[config.mk]
export PLATFORM = sky130hd
export DESIGN_NAME = id_stage_flat
export DESIGN_NICKNAME = d
export VERILOG_FILES = /design/src/rtl/rv32i_types.sv /design/src/rtl/id_stage_if.sv /design/src/rtl/imm_gen.sv /design/src/rtl/id_stage.sv /design/src/flat_wrapper.sv
export SDC_FILE = /design/constraint.sdc
export NUM_CORES = 1
export LEC_CHECK = 0
export CORE_MARGIN = 5
export CORE_UTILIZATION = 45
export CTS_CLUSTER_SIZE = 30
export DETAILED_ROUTE_END_ITERATION = 8
export PLACE_DENSITY_LB_ADDON = 0.25
export SLEW_MARGIN = 20
export SYNTH_ARGS = -nofsm -noshare
export SYNTH_HDL_FRONTEND = slang
export SYNTH_SLANG_ARGS = --single-unit
[constraint.sdc]
create_clock -name clk -period 18.75 [get_ports clk]
set_input_delay 4.6875 -clock clk [delete_from_list [all_inputs] [get_ports clk]]
set_output_delay 4.6875 -clock clk [all_outputs]
set_load 0.02 [all_outputs]
[src/rtl/rv32i_types.sv]
// Shared RV32I decode types: opcodes, forwarding select and the ID/EX register layout.
// Operand-use helpers live here so every decoder agrees on them.
package rv32i_types;

    typedef enum logic [6:0] {
        OP_LOAD     = 7'b0000011,
        OP_MISC_MEM = 7'b0001111,
        OP_IMM      = 7'b0010011,
        OP_AUIPC    = 7'b0010111,
        OP_STORE    = 7'b0100011,
        OP_REG      = 7'b0110011,
        OP_LUI      = 7'b0110111,
        OP_BRANCH   = 7'b1100011,
        OP_JALR     = 7'b1100111,
        OP_JAL      = 7'b1101111,
        OP_SYSTEM   = 7'b1110011
    } rv32i_opcode_t;

    typedef enum logic [1:0] {
        none_f = 2'd0,
        rs1_f  = 2'd1,
        rs2_f  = 2'd2
    } decode_fw_sel_t;

    typedef struct packed {
        logic [31:0] pc;
        logic [31:0] inst;
        logic [31:0] imm;
        logic [31:0] rs1_v;
        logic [31:0] rs2_v;
        logic [4:0]  rs1_s;
        logic [4:0]  rs2_s;
        logic [4:0]  rd_s;
        logic        regf_we;
        logic        is_load;
        logic        illegal;
    } id_ex_reg_t;

    function automatic logic uses_rs1(input rv32i_opcode_t op);
        return !(op == OP_LUI || op == OP_AUIPC || op == OP_JAL);
    endfunction

    function automatic logic uses_rs2(input rv32i_opcode_t op);
        return (op == OP_REG || op == OP_STORE || op == OP_BRANCH);
    endfunction

endpackage

[src/rtl/id_stage_if.sv]
// Bundles the IF/ID handshake, register-file, write-back and ID/EX signals of the decode stage.
interface id_stage_if;
    import rv32i_types::*;

    logic           in_valid;
    logic           in_ready;
    logic [31:0]    in_pc;
    logic [31:0]    in_inst;
    logic           flush;
    logic [4:0]     rs1_s;
    logic [4:0]     rs2_s;
    logic [31:0]    rs1_v;
    logic [31:0]    rs2_v;
    logic           wb_we;
    logic [4:0]     wb_rd_s;
    logic [31:0]    wb_rd_v;
    decode_fw_sel_t fw_sel;
    logic           out_valid;
    logic           out_ready;
    logic [31:0]    out_pc;
    logic [31:0]    out_inst;
    logic [31:0]    out_imm;
    logic [31:0]    out_rs1_v;
    logic [31:0]    out_rs2_v;
    logic [4:0]     out_rs1_s;
    logic [4:0]     out_rs2_s;
    logic [4:0]     out_rd_s;
    logic           out_regf_we;
    logic           out_is_load;
    logic           out_illegal;

    modport master (
        output in_valid, in_pc, in_inst, flush, rs1_v, rs2_v,
               wb_we, wb_rd_s, wb_rd_v, out_ready,
        input  in_ready, rs1_s, rs2_s, fw_sel, out_valid, out_pc, out_inst,
               out_imm, out_rs1_v, out_rs2_v, out_rs1_s, out_rs2_s, out_rd_s,
               out_regf_we, out_is_load, out_illegal
    );

    modport slave (
        input  in_valid, in_pc, in_inst, flush, rs1_v, rs2_v,
               wb_we, wb_rd_s, wb_rd_v, out_ready,
        output in_ready, rs1_s, rs2_s, fw_sel, out_valid, out_pc, out_inst,
               out_imm, out_rs1_v, out_rs2_v, out_rs1_s, out_rs2_s, out_rd_s,
               out_regf_we, out_is_load, out_illegal
    );

endinterface

[src/rtl/imm_gen.sv]
// Sign-extended immediate generator; flags opcodes outside RV32I as illegal.
module imm_gen
    import rv32i_types::*;
(
    input  logic [31:0] inst,
    output logic [31:0] imm,
    output logic        illegal
);

    rv32i_opcode_t op;
    assign op = rv32i_opcode_t'(inst[6:0]);

    always_comb begin
        imm     = '0;
        illegal = 1'b0;
        case (op)
            OP_IMM, OP_LOAD, OP_JALR, OP_MISC_MEM, OP_SYSTEM:
                imm = {{20{inst[31]}}, inst[31:20]};
            OP_STORE:
                imm = {{20{inst[31]}}, inst[31:25], inst[11:7]};
            OP_BRANCH:
                imm = {{19{inst[31]}}, inst[31], inst[7], inst[30:25], inst[11:8], 1'b0};
            OP_LUI, OP_AUIPC:
                imm = {inst[31:12], 12'b0};
            OP_JAL:
                imm = {{11{inst[31]}}, inst[31], inst[19:12], inst[20], inst[30:21], 1'b0};
            OP_REG:
                imm = '0;
            default:
                illegal = 1'b1;
        endcase
    end

endmodule

[src/rtl/id_stage.sv]
// RV32I decode stage: field extraction, write-back forwarding, load-use bubble insertion
// and the ID/EX pipeline register with a valid/ready handshake toward execute.
module id_stage
    import rv32i_types::*;
(
    input logic       clk,
    input logic       rst,
    id_stage_if.slave bus
);

    rv32i_opcode_t op;
    logic [4:0]    rs1, rs2, rd;
    logic          use1, use2, m1, m2, hz;
    logic [31:0]   imm;
    logic          illegal;
    logic          valid_q, valid_d, load_en, ready;
    id_ex_reg_t    q, d;

    assign op   = rv32i_opcode_t'(bus.in_inst[6:0]);
    assign rs1  = bus.in_inst[19:15];
    assign rs2  = bus.in_inst[24:20];
    assign rd   = bus.in_inst[11:7];
    assign use1 = uses_rs1(op);
    assign use2 = uses_rs2(op);

    imm_gen u_imm_gen (
        .inst    (bus.in_inst),
        .imm     (imm),
        .illegal (illegal)
    );

    assign m1 = bus.wb_we && (bus.wb_rd_s != 5'd0) && (bus.wb_rd_s == rs1) && use1;
    assign m2 = bus.wb_we && (bus.wb_rd_s != 5'd0) && (bus.wb_rd_s == rs2) && use2;

    assign hz = bus.in_valid && valid_q && q.is_load && (q.rd_s != 5'd0) &&
                ((use1 && rs1 == q.rd_s) || (use2 && rs2 == q.rd_s));

    // The register file bypasses only one port, so a double match takes rs2 from write-back here.
    always_comb begin
        d         = '0;
        d.pc      = bus.in_pc;
        d.inst    = bus.in_inst;
        d.imm     = imm;
        d.rs1_v   = bus.rs1_v;
        d.rs2_v   = (m1 && m2) ? bus.wb_rd_v : bus.rs2_v;
        d.rs1_s   = rs1;
        d.rs2_s   = rs2;
        d.rd_s    = rd;
        d.is_load = (op == OP_LOAD);
        d.illegal = illegal;
        d.regf_we = !(op == OP_STORE || op == OP_BRANCH) && (rd != 5'd0) && !illegal;
    end

    // Handshake priority: flush, load-use bubble, downstream stall, normal advance.
    always_comb begin
        ready   = 1'b1;
        valid_d = valid_q;
        load_en = 1'b0;
        if (bus.flush) begin
            valid_d = 1'b0;
        end else if (hz && (bus.out_ready || !valid_q)) begin
            ready   = 1'b0;
            valid_d = 1'b0;
        end else if (valid_q && !bus.out_ready) begin
            ready   = 1'b0;
        end else begin
            valid_d = bus.in_valid;
            load_en = bus.in_valid;
        end
    end

    always_ff @(posedge clk or posedge rst) begin
        if (rst) begin
            valid_q <= 1'b0;
            q       <= '0;
        end else begin
            valid_q <= valid_d;
            if (load_en) begin
                q <= d;
            end
        end
    end

    assign bus.in_ready    = ready && !rst;
    assign bus.rs1_s       = rst ? 5'd0 : rs1;
    assign bus.rs2_s       = rst ? 5'd0 : rs2;
    assign bus.fw_sel      = rst ? none_f : (m1 ? rs1_f : (m2 ? rs2_f : none_f));
    assign bus.out_valid   = valid_q;
    assign bus.out_pc      = q.pc;
    assign bus.out_inst    = q.inst;
    assign bus.out_imm     = q.imm;
    assign bus.out_rs1_v   = q.rs1_v;
    assign bus.out_rs2_v   = q.rs2_v;
    assign bus.out_rs1_s   = q.rs1_s;
    assign bus.out_rs2_s   = q.rs2_s;
    assign bus.out_rd_s    = q.rd_s;
    assign bus.out_regf_we = q.regf_we;
    assign bus.out_is_load = q.is_load;
    assign bus.out_illegal = q.illegal;

endmodule

[src/flat_wrapper.sv]
// flat-port wrapper written by rule: the top's interface ports become plain ports
module id_stage_flat import rv32i_types::*;
  (clk, rst, bus_in_valid, bus_in_pc, bus_in_inst, bus_flush, bus_rs1_v, bus_rs2_v, bus_wb_we, bus_wb_rd_s, bus_wb_rd_v, bus_out_ready, bus_in_ready, bus_rs1_s, bus_rs2_s, bus_fw_sel, bus_out_valid, bus_out_pc, bus_out_inst, bus_out_imm, bus_out_rs1_v, bus_out_rs2_v, bus_out_rs1_s, bus_out_rs2_s, bus_out_rd_s, bus_out_regf_we, bus_out_is_load, bus_out_illegal);
  id_stage_if bus_i ();
  input logic clk;
  input logic rst;
  input wire logic [$bits(bus_i.in_valid)-1:0] bus_in_valid;
  input wire logic [$bits(bus_i.in_pc)-1:0] bus_in_pc;
  input wire logic [$bits(bus_i.in_inst)-1:0] bus_in_inst;
  input wire logic [$bits(bus_i.flush)-1:0] bus_flush;
  input wire logic [$bits(bus_i.rs1_v)-1:0] bus_rs1_v;
  input wire logic [$bits(bus_i.rs2_v)-1:0] bus_rs2_v;
  input wire logic [$bits(bus_i.wb_we)-1:0] bus_wb_we;
  input wire logic [$bits(bus_i.wb_rd_s)-1:0] bus_wb_rd_s;
  input wire logic [$bits(bus_i.wb_rd_v)-1:0] bus_wb_rd_v;
  input wire logic [$bits(bus_i.out_ready)-1:0] bus_out_ready;
  output wire logic [$bits(bus_i.in_ready)-1:0] bus_in_ready;
  output wire logic [$bits(bus_i.rs1_s)-1:0] bus_rs1_s;
  output wire logic [$bits(bus_i.rs2_s)-1:0] bus_rs2_s;
  output wire logic [$bits(bus_i.fw_sel)-1:0] bus_fw_sel;
  output wire logic [$bits(bus_i.out_valid)-1:0] bus_out_valid;
  output wire logic [$bits(bus_i.out_pc)-1:0] bus_out_pc;
  output wire logic [$bits(bus_i.out_inst)-1:0] bus_out_inst;
  output wire logic [$bits(bus_i.out_imm)-1:0] bus_out_imm;
  output wire logic [$bits(bus_i.out_rs1_v)-1:0] bus_out_rs1_v;
  output wire logic [$bits(bus_i.out_rs2_v)-1:0] bus_out_rs2_v;
  output wire logic [$bits(bus_i.out_rs1_s)-1:0] bus_out_rs1_s;
  output wire logic [$bits(bus_i.out_rs2_s)-1:0] bus_out_rs2_s;
  output wire logic [$bits(bus_i.out_rd_s)-1:0] bus_out_rd_s;
  output wire logic [$bits(bus_i.out_regf_we)-1:0] bus_out_regf_we;
  output wire logic [$bits(bus_i.out_is_load)-1:0] bus_out_is_load;
  output wire logic [$bits(bus_i.out_illegal)-1:0] bus_out_illegal;
  assign bus_i.in_valid = bus_in_valid;
  assign bus_i.in_pc = bus_in_pc;
  assign bus_i.in_inst = bus_in_inst;
  assign bus_i.flush = bus_flush;
  assign bus_i.rs1_v = bus_rs1_v;
  assign bus_i.rs2_v = bus_rs2_v;
  assign bus_i.wb_we = bus_wb_we;
  assign bus_i.wb_rd_s = bus_wb_rd_s;
  assign bus_i.wb_rd_v = bus_wb_rd_v;
  assign bus_i.out_ready = bus_out_ready;
  assign bus_in_ready = bus_i.in_ready;
  assign bus_rs1_s = bus_i.rs1_s;
  assign bus_rs2_s = bus_i.rs2_s;
  assign bus_fw_sel = bus_i.fw_sel;
  assign bus_out_valid = bus_i.out_valid;
  assign bus_out_pc = bus_i.out_pc;
  assign bus_out_inst = bus_i.out_inst;
  assign bus_out_imm = bus_i.out_imm;
  assign bus_out_rs1_v = bus_i.out_rs1_v;
  assign bus_out_rs2_v = bus_i.out_rs2_v;
  assign bus_out_rs1_s = bus_i.out_rs1_s;
  assign bus_out_rs2_s = bus_i.out_rs2_s;
  assign bus_out_rd_s = bus_i.out_rd_s;
  assign bus_out_regf_we = bus_i.out_regf_we;
  assign bus_out_is_load = bus_i.out_is_load;
  assign bus_out_illegal = bus_i.out_illegal;
  id_stage u_core (.clk(clk), .rst(rst), .bus(bus_i));
endmodule
# Yosys cells after proc, flatten, opt, wreduce, memory -nomap -nowiden

Cells that the tools add are included.

Muxes and demuxes: 17
Reduce and logical (&&, ||, !) cells: 35
Eq/ne operators: 16

Operators with widths:

| kind                                                                    | count |
|---|---|
| 32-bit case mux with 5 select lines                                     | 1 |
| 32-bit 2-to-1 mux                                                       | 1 |
| 7-bit == test, second input constant                                    | 4 |
| 7-bit by 6-bit == test with 1-bit output, second input constant         | 3 |
| 5-bit == test                                                           | 4 |
| 1-bit logical AND                                                       | 17 |
| 5-bit nonzero test                                                      | 3 |
| 7-bit by 5-bit == test with 1-bit output, second input constant         | 2 |
| 11-bit OR reduction                                                     | 1 |
| 1-bit 2-to-1 mux                                                        | 10 |
| 5-bit 2-to-1 mux                                                        | 2 |
| 7-bit by 2-bit == test with 1-bit output, second input constant         | 1 |
| 7-bit by 4-bit == test with 1-bit output, second input constant         | 1 |
| 1-bit logical OR                                                        | 7 |
| 2-bit 2-to-1 mux                                                        | 3 |
| 1-bit zero test                                                         | 5 |
| 5-bit OR reduction                                                      | 1 |
| 3-bit by 2-bit inequality test with 1-bit output, second input constant | 1 |
| 2-bit OR reduction                                                      | 1 |

Output and inout port bits: 192
Input port bits: 171
Word-level logic and storage cells: 80
Register bits after elaboration: 179

# Depth between registers and ports, before layout

Gate-level depths: netlist (run 1).

Depth after elaboration: 11
Gate-level depth with buffers: 9
Gate-level depth less buffers: 6

# Cells and area by module

From an unflattened synthesis (run 1), not the netlist that was laid out.

Cell total of the unflattened synthesis: 551
Area total of the unflattened synthesis: 7,742.4 sq um

Modules (own cells, without submodules):

| module   | cells an instance | seq. area each (sq um) | area each (sq um) | instances |
|---|---|---|---|---|
| id_stage | 465               | 4,103.9                | 7,121.8           | 1 |
| imm_gen  | 86                | 0.0                    | 620.6             | 1 |

# Least setup slack after synthesis (run 1)

Ideal clock, no wire load.

Path type: input to output
Start: input port rst
End: output port bus_fw_sel[0]
Setup slack: 5.421 ns
Cell stages on the path: 2
Path buffers: 0
Data arrival time: 8.642 ns
Cells stage by stage: inv_1 -> and2_1

Cells in the longest elaborated chain, start to end: 1

Ends and longest elaborated chain:

| item             | line               | text |
|---|---|---|
| start, declared  | flat_wrapper.sv:6  | `input logic rst;` |
| 2-bit 2-to-1 mux | id_stage.sv:87     | `assign bus.fw_sel = rst ? none_f : (m1 ? rs1_f : (m2 ? rs2_f : none_f));` |
| end, declared    | flat_wrapper.sv:20 | `output wire logic [$bits(bus_i.fw_sel)-1:0] bus_fw_sel;` |

Every way passes these cells.

# Worst setup path after layout (run 1)

Same ends and word-level chain as after synthesis.

==> results.sh, run 1 <==
export IMPL_outcome="finished clean"
export IMPL_min_delay_start="u_core.bus.out_rs1_v[31]"
export IMPL_syn_avg_cell_area_sq_um=14.3
export IMPL_yosysSeqAreaShare_pct=51.4
export IMPL_holdPathStages=1
export IMPL_clockBufferDepth=2
export IMPL_regArea_sq_mm=0.00410
export IMPL_min_period_ns=12.57
export IMPL_die_h_um=143
export IMPL_cp_max_fo=92
export IMPL_holdWs_ns=0.507
export IMPL_vias=5769
export IMPL_post_cts_buffers=0
export IMPL_maxCapViolCount=0
export IMPL_cp_data_arrival_time_ns=7.88
export IMPL_slew_viol_final=0
export IMPL_synth_top_cell_by_area="dfrtp_1"
export IMPL_area_growth_pct=52.9
export IMPL_drt_iter0_markers=188
export IMPL_gr_total_overflow=0
export IMPL_period_share_pct=67.0
export IMPL_rsz0062_at_grt="no"
export IMPL_antenna_found_initial=1
export IMPL_power_density_mw_per_mm2=95.6
export IMPL_gp_congestion=0.837
export IMPL_peakVddDrop_mv=0.0628
export IMPL_first_pass_iters=4
export IMPL_leakage_nw=5.13
export IMPL_cts_buffers=17
export IMPL_setup_violations_final=0
export IMPL_grt_pass1_wl_mm=36.5
export IMPL_synth_net_count=728
export IMPL_htreeDepth=4
export IMPL_grt_max_degree=93
export IMPL_hp_class="flip-flop to flip-flop"
export IMPL_fillCellCount=1180
export IMPL_cts_root_buf="clkbuf_16"
export IMPL_cts_tree="built"
export IMPL_r2r_slack_ns=14.80
export IMPL_initial_core_util_pct=46.0
export IMPL_route_detailed_drc=0
export IMPL_path_clk_slew_ns=0.06
export IMPL_hold_buffers=0
export IMPL_via_per_inst=5.07
export IMPL_boundaryPins=363
export IMPL_holdPathEnd="u_core.bus.out_rs1_v[31]"
export IMPL_antenna_left=0
export IMPL_crit_path_start_kind="input pin"
export IMPL_synth_area_leaders="dfrtp_1, mux2_4, mux2_2"
export IMPL_synth_top_cell_area_share_pct=51.4
export IMPL_worst_slack_ns=6.18
export IMPL_fmax_ghz=0.0796
export IMPL_post_layout_nonfiller_instances=1137
export IMPL_synth_cell_type_count=42
export IMPL_netlist_area_sq_mm=0.00798
export IMPL_r2r_cells=7
export IMPL_place_hpwl_mm=18.1
export IMPL_worst_pin_slew_ns=0.940
export IMPL_wl_per_cell_um=21.1
export IMPL_numClockSinks=164
export IMPL_core_area_sq_mm=0.0174
export IMPL_die_w_um=143
export IMPL_grt_pass1_vias=6334
export IMPL_drive_above_1_share_pct=23.2
export IMPL_required_ns=14.06
export IMPL_routed_wirelength_mm=24.0
export IMPL_rr_endpoint="u_core.bus.out_rs2_v[22]"
export IMPL_fin_area_sq_mm=0.0122
export IMPL_clkLatencyLatePin_ns=0.42
export IMPL_hold_violations=0
export IMPL_multi_input_area_sq_mm=0.00345
export IMPL_power_mw=1.17
export IMPL_final_util_pct=70.3
export IMPL_dpl_instance_area_sq_mm=0.0116
export IMPL_setup_tns_ns=0
export IMPL_crit_path_end_kind="primary output"
export IMPL_ctsResizeCount=0
export IMPL_yosys_warnings=0
export IMPL_relSlewSlack_pct=37.4
export IMPL_dieArea_sq_mm=0.0205
export IMPL_rr_startpoint="u_core.bus.out_rd_s[0]"
export IMPL_placedCellCount=1104
export IMPL_placementRows=48
export IMPL_place_ws_ns=6.11
export IMPL_finClkSkew_ns=0.0112
export IMPL_grt_use_total_pct=23.0
export IMPL_ys_ff_latch=164
export IMPL_io_buffers=362
export IMPL_worst_setup_path_type="input pin to primary output"
export IMPL_nets=1069
export IMPL_syn_inst=557
-- logic make-up after synthesis --
logic type	synth area share, %
muxes	31.9
DFF	51.4
buffers and inverters	5.35
and+or+nand+nor	4.64
AOI/OAI and AO/OA	4.33
xor gates and xnor gates	2.31
-- where the power goes --
group,total (mW),internal (mW),switching [mW]
logic,0.363,0.206,0.157
clock network,0.360,0.215,0.145
registers,0.443,0.406,0.0370
total,1.17,0.827,0.340
-- final cells by class --
class	instances	share of cell area [%]
inverters	21	0.687
clock buffers	18	3.60
multi-input cells	327	28.3
well taps	225	2.31
clock inverters	14	1.45
flip-flops and latches	164	33.6
diodes	1	0.0205
repair buffers	367	30.0
-- critical path, stage by stage --
cell             delay, ns
clkdlybuf4s50_1       0.68
inv_6                 0.71
buf_4                 0.82
and2_1                0.24
clkdlybuf4s50_1       0.60
-- cell usage after synthesis --
library cell / instances
dfrtp_1: 164
and3_1: 3
or4_1: 4
nor2b_1: 13
nand2_1: 11
nand3b_1: 1
xor2_1: 5
a21oi_1: 23
and2_1: 3
or4_4: 1
nor4_2: 1
mux2_4: 121
nand4_1: 2
mux2i_1: 19
and4_1: 2
o211ai_1: 2
nor2_1: 4
a22o_1: 5
buf_4: 16
and3b_1: 1
nor3b_1: 1
a21oi_4: 1
nand4b_1: 1
xnor2_1: 16
mux2_2: 48
o31ai_1: 7
o2111ai_1: 1
nor3_1: 4
buf_6: 15
o21ai_0: 13
or3b_1: 1
inv_1: 21
nand3_1: 5
nand2b_1: 1
and2_0: 1
buf_2: 5
o21bai_1: 1
o21a_1: 2
clkbuf_1: 9
nor4_1: 1
nor2_2: 1
o22ai_1: 1
-- metal layers --
layer,GRT usage (%),vias to the layer above,share of wire (%)
met3,6.70,36,8.2
li1,-,2639,-
met2,39.3,250,50
met1,28.2,2844,40
met4,7.15,0,2.1
met5,0,-,0
-- registers in the layout (all words and copies together) (netlist names) --
signal and flops:
u_core.bus.out_inst 20, u_core.bus.out_rs1_v 32, u_core.bus.out_rs1_s 4, u_core.bus.out_regf_we 1, u_core.bus.out_rs2_s 4, u_core.bus.out_is_load 1, u_core.bus.out_imm 32, u_core.bus.out_rs2_v 32
u_core.bus.out_pc 32, u_core.bus.out_illegal 1, u_core.bus.out_valid 1, u_core.bus.out_rd_s 4
-- layout by cell type (no fill, tap or decap), types with 4 or more instances in the layout --
| master | synthesis | final |
|---|---|---|
| inv_1 | 21 | 20 |
| o21ai_0 | 13 | 13 |
| xnor2_1 | 16 | 16 |
| xor2_1 | 5 | 5 |
| clkbuf_16 | 0 | 17 |
| nor2b_1 | 13 | 13 |
| mux2i_1 | 19 | 19 |
| dfrtp_1 | 164 | 164 |
| buf_4 | 16 | 5 |
| o31ai_1 | 7 | 7 |
| a21oi_1 | 23 | 23 |
| or4_1 | 4 | 4 |
| inv_6 | 0 | 4 |
| nand2_1 | 11 | 11 |
| nand3_1 | 5 | 5 |
| nor2_1 | 4 | 4 |
| clkinv_4 | 0 | 4 |
| clkdlybuf4s50_1 | 0 | 362 |
| mux2_4 | 121 | 121 |
| a22o_1 | 5 | 5 |
| mux2_2 | 48 | 48 |
| nor3_1 | 4 | 4 |
-- worst max path at each step --
stage	from	slack (ns)	endpoint	cells past startpoint
final	rst	6.18	bus_fw_sel[0]	5
after detailed placement	rst	6.11	bus_fw_sel[0]	5
after global routing	rst	5.79	bus_fw_sel[0]	5
after floorplan	rst	5.42	bus_fw_sel[0]	2
after CTS	rst	6.12	bus_fw_sel[0]	5
after global placement	rst	6.23	bus_fw_sel[0]	5
No activity file was read; power rests on OpenSTA's default activity.
==> run 2, diff against run 1 <==
Settings changed: CORE_UTILIZATION 45 to 42.
Clock period 18.75 ns to 13.1 ns, I/O delays scaled along.
==> results.sh, run 2 (synthesized netlist as in run 1, its figures left out) <==
export IMPL_worst_setup_path_type="input pin to primary output"
export IMPL_peakVddDrop_mv=0.0856
export IMPL_cp_data_arrival_time_ns=6.21
export IMPL_antenna_left=0
export IMPL_rsz0062_at_grt="no"
export IMPL_required_ns=9.82
export IMPL_layout_commonest_cell="clkdlybuf4s50_1"
export IMPL_hold_buffers=0
export IMPL_power_density_mw_per_mm2=134
export IMPL_crit_path_start_kind="input pin"
export IMPL_initial_core_util_pct=42.6
export IMPL_grt_use_total_pct=21.5
export IMPL_power_mw=1.64
export IMPL_worst_pin_slew_ns=1.04
export IMPL_gp_congestion=0.833
export IMPL_post_cts_buffers=0
export IMPL_grt_pass1_vias=6063
export IMPL_area_growth_pct=52.6
export IMPL_outcome="finished clean"
export IMPL_slew_viol_final=0
export IMPL_routed_wirelength_mm=24.0
export IMPL_drive_above_1_share_pct=23.2
export IMPL_grt_pass1_wl_mm=36.2
export IMPL_antenna_found_initial=0
export IMPL_n_antenna_cell=0
export IMPL_holdWs_ns=0.505
export IMPL_setup_tns_ns=0
export IMPL_via_per_inst=4.99
export IMPL_cts_root_buf="clkbuf_16"
export IMPL_drt_iter0_markers=215
export IMPL_die_h_um=148
export IMPL_placementRows=50
export IMPL_first_pass_iters=4
export IMPL_htreeDepth=4
export IMPL_hold_violations=0
export IMPL_numClockSinks=164
export IMPL_cts_buffers=17
export IMPL_io_buffers=362
export IMPL_maxCapViolCount=0
export IMPL_finClkSkew_ns=0.00888
export IMPL_min_period_ns=9.49
export IMPL_fmax_ghz=0.105
export IMPL_gr_total_overflow=0
export IMPL_die_w_um=148
export IMPL_nets=1068
export IMPL_final_cell_mix="clkdlybuf4s50_1, dfrtp_1, mux2_4, mux2_2, a21oi_1"
export IMPL_wl_per_cell_um=21.0
export IMPL_place_ws_ns=3.66
export IMPL_cts_tree="built"
export IMPL_dieArea_sq_mm=0.0219
export IMPL_hp_class="flip-flop to flip-flop"
export IMPL_route_detailed_drc=0
export IMPL_clkLatencyLatePin_ns=0.42
export IMPL_period_share_pct=72.4
export IMPL_path_clk_slew_ns=0.06
export IMPL_clockBufferDepth=2
export IMPL_place_hpwl_mm=17.9
export IMPL_vias=5706
export IMPL_grt_max_degree=131
export IMPL_ctsResizeCount=0
export IMPL_worst_slack_ns=3.61
export IMPL_crit_path_end_kind="primary output"
export IMPL_boundaryPins=363
export IMPL_setup_violations_final=0
export IMPL_final_util_pct=65.1
export IMPL_core_area_sq_mm=0.0187
export IMPL_cp_max_fo=17
export IMPL_relSlewSlack_pct=30.7
export IMPL_leakage_nw=5.11
[run 2: final timing paths]
kind | startpoint | endpoint | slack [ns] | cells past startpoint
worst min-delay path | u_core.bus.out_regf_we | u_core.bus.out_regf_we | 0.51 | 1
min in group asynchronous | rst | u_core.bus.out_rs1_s[3] | 3.55 | 2
worst max-delay path | bus_in_inst[6] | bus_in_ready | 3.61 | 9
worst min register to register | u_core.bus.out_regf_we | u_core.bus.out_regf_we | 0.51 | 1
worst max register to register | u_core.bus.out_rd_s[0] | u_core.bus.out_rs2_v[30] | 9.38 | 6
max in group asynchronous | rst | u_core.bus.out_imm[15] | 8.39 | 3
[run 2: per-layer routing]
layer	share of wire (%)	wire, um	GRT usage (%)
met5	0	0	0
met2	48	11600	35.5
met4	2.9	690	7.44
met3	8.0	1910	7.20
met1	41	9810	26.6
[run 2: through the flow]
step           std cells  instance area, sq um
3_5_place_dp        1112                 11600
3_3_place_gp        1112                 11600
5_1_grt             1144                 12200
6_report            1144                 12200
4_1_cts             1144                 12200
2_1_floorplan        557                  7980
[run 2: layout make-up]
class                      instances  area [sq um]
clock buffer                      17           425
clock inverter                    15           149
fill                            1437          6530
inverter                          21          83.8
multi-input combinational        327          3450
sequential                       164          4100
tap                              234           293
timing repair buffer             366          3670
[run 2: critical path: stages]
cell and delay, ns:
clkdlybuf4s50_1 0.71, or3b_1 0.19, a21oi_1 0.06, buf_4 0.18
or4_4 0.56, a21oi_4 0.40, nor2b_1 0.09, o21a_1 0.19
clkdlybuf4s50_1 0.54
[run 2: power breakdown]
| group | switching [mW] | total [mW] | internal, mW |
|---|---|---|---|
| sequential | 0.0483 | 0.629 | 0.580 |
| combinational | 0.225 | 0.520 | 0.295 |
| clock | 0.219 | 0.486 | 0.267 |
| total | 0.492 | 1.64 | 1.14 |
==> run 3, diff against run 2 <==
Settings changed: CORE_UTILIZATION 42 to 38.
Clock period 13.1 ns to 8 ns, I/O delays scaled along.
==> results.sh, run 3 (synthesized netlist as in run 1, its figures left out) <==
export IMPL_outcome="finished clean"
export IMPL_initial_core_util_pct=38.3
export IMPL_power_mw=2.70
export IMPL_drive_above_1_share_pct=23.2
export IMPL_hp_class="flip-flop to flip-flop"
export IMPL_nets=1071
export IMPL_routed_wirelength_mm=23.8
export IMPL_rr_endpoint="u_core.bus.out_rs2_v[29]"
export IMPL_die_w_um=155
export IMPL_ctsResizeCount=0
export IMPL_worst_pin_slew_ns=1.13
export IMPL_core_area_sq_mm=0.0208
export IMPL_crit_path_end_kind="primary output"
export IMPL_wl_met3_mm=1.72
export IMPL_critPathMaxStageDelay_ns=0.69
export IMPL_leakage_nw=5.13
export IMPL_r2r_slack_ns=4.31
export IMPL_path_clk_slew_ns=0.07
export IMPL_maxCapViolCount=0
export IMPL_wl_per_cell_um=20.1
export IMPL_grt_pass1_wl_mm=36.4
export IMPL_antenna_left=0
export IMPL_slowest_stage="clkdlybuf4s50_1"
export IMPL_area_growth_pct=53.6
export IMPL_required_ns=6.00
export IMPL_numClockSinks=164
export IMPL_route_detailed_drc=0
export IMPL_cp_data_arrival_time_ns=4.92
export IMPL_io_buffers=362
export IMPL_holdPathEnd="u_core.bus.out_rs2_v[28]"
export IMPL_power_density_mw_per_mm2=220
export IMPL_grt_pass1_vias=6137
export IMPL_rr_startpoint="u_core.bus.out_rd_s[0]"
export IMPL_grt_max_degree=66
export IMPL_relSlewSlack_pct=24.7
export IMPL_min_delay_start="u_core.bus.out_rs2_v[28]"
export IMPL_post_cts_buffers=0
export IMPL_worstPathCellList="clkdlybuf4s50_1, or3b_1, a21oi_1, buf_4, or4_4, a21oi_4, nor2b_1, o21a_1, clkdlybuf4s50_1"
export IMPL_hold_buffers=0
export IMPL_placementRows=53
export IMPL_fmax_ghz=0.144
export IMPL_dieArea_sq_mm=0.0240
export IMPL_final_cell_mix="clkdlybuf4s50_1, dfrtp_1, mux2_4, mux2_2, a21oi_1"
export IMPL_worst_setup_path_type="input pin to primary output"
export IMPL_clkLatencyLatePin_ns=0.42
export IMPL_peakVddDrop_mv=0.123
export IMPL_n_antenna_cell=0
export IMPL_boundaryPins=363
export IMPL_setup_violations_final=0
export IMPL_crit_path_start_kind="input pin"
export IMPL_gp_congestion=0.809
export IMPL_highest_layer="met4"
export IMPL_min_period_ns=6.92
export IMPL_period_share_pct=86.5
export IMPL_finClkSkew_ns=0.0109
export IMPL_grt_use_total_pct=19.6
export IMPL_layout_commonest_cell="clkdlybuf4s50_1"
export IMPL_wl_met2_mm=11.3
export IMPL_die_h_um=155
export IMPL_cts_tree="built"
export IMPL_cp_max_fo=17
export IMPL_cts_root_buf="clkbuf_16"
export IMPL_slew_viol_final=0
export IMPL_place_hpwl_mm=17.9
export IMPL_r2r_cells=7
export IMPL_holdPathStages=1
export IMPL_cpMostUsedCell="clkdlybuf4s50_1"
export IMPL_cts_buffers=17
export IMPL_via_per_inst=4.79
export IMPL_antenna_found_initial=0
export IMPL_first_pass_iters=5
export IMPL_vias=5690
export IMPL_setup_tns_ns=0
export IMPL_htreeDepth=4
export IMPL_hold_violations=0
export IMPL_gr_total_overflow=0
export IMPL_wirelength_met1_mm=10.1
export IMPL_drt_iter0_markers=193
export IMPL_rsz0062_at_grt="no"
export IMPL_clockBufferDepth=2
==> run 3: cell type report <==
class	count	area (sq um)
timing repair buffer	369	3680
inverter	21	83.8
clock buffer	18	429
fill	1711	8570
tap	275	344
clock inverter	14	168
multi-input combinational	327	3450
sequential	164	4100
==> run 3: how the worst max path moves through the flow <==
stage	cells after the start	end	slack [ns]	startpoint
floorplan	2	bus_fw_sel[0]	0.05	rst
global placement	9	bus_in_ready	1.09	bus_in_inst[6]
detailed placement	9	bus_in_ready	1.08	bus_in_inst[6]
CTS	9	bus_in_ready	1.08	bus_in_inst[6]
global route	9	bus_in_ready	0.89	bus_in_inst[6]
finish	9	bus_in_ready	1.08	bus_in_inst[6]
==> run 3: stage by stage <==
stage	hold slack (ns)	setup WS [ns]	cell area (sq um)	utilization (%)	std cells
5_1_grt	0.519	0.893	12300	58.9	1188
6_report	0.505	1.08	12300	58.9	1188
3_5_place_dp	0.491	1.08	11700	56.0	1156
2_1_floorplan	0.605	0.0457	7980	-	557
3_3_place_gp	0.488	1.09	11700	56.0	1156
4_1_cts	0.511	1.08	12300	58.9	1188
==> run 3: report_power, final <==
| group | internal, mW | switching, mW |
|---|---|---|
| logic | 0.483 | 0.365 |
| clock network | 0.446 | 0.372 |
| registers | 0.950 | 0.0805 |
| total | 1.88 | 0.817 |
==> run 3: critical path: cells and delay by family <==
kind	cells	cell delay, ns
AO/OA/AOI/OAI	3	0.66
buffers and inverters	3	1.40
AND/OR/NAND/NOR	3	0.85
==> run 3: metal layers <==
metal	vias to the layer above	track usage (%)
met4	0	7.82
met1	2779	24.9
met5	-	0
li1	2627	-
met2	243	31.3
met3	41	6.12
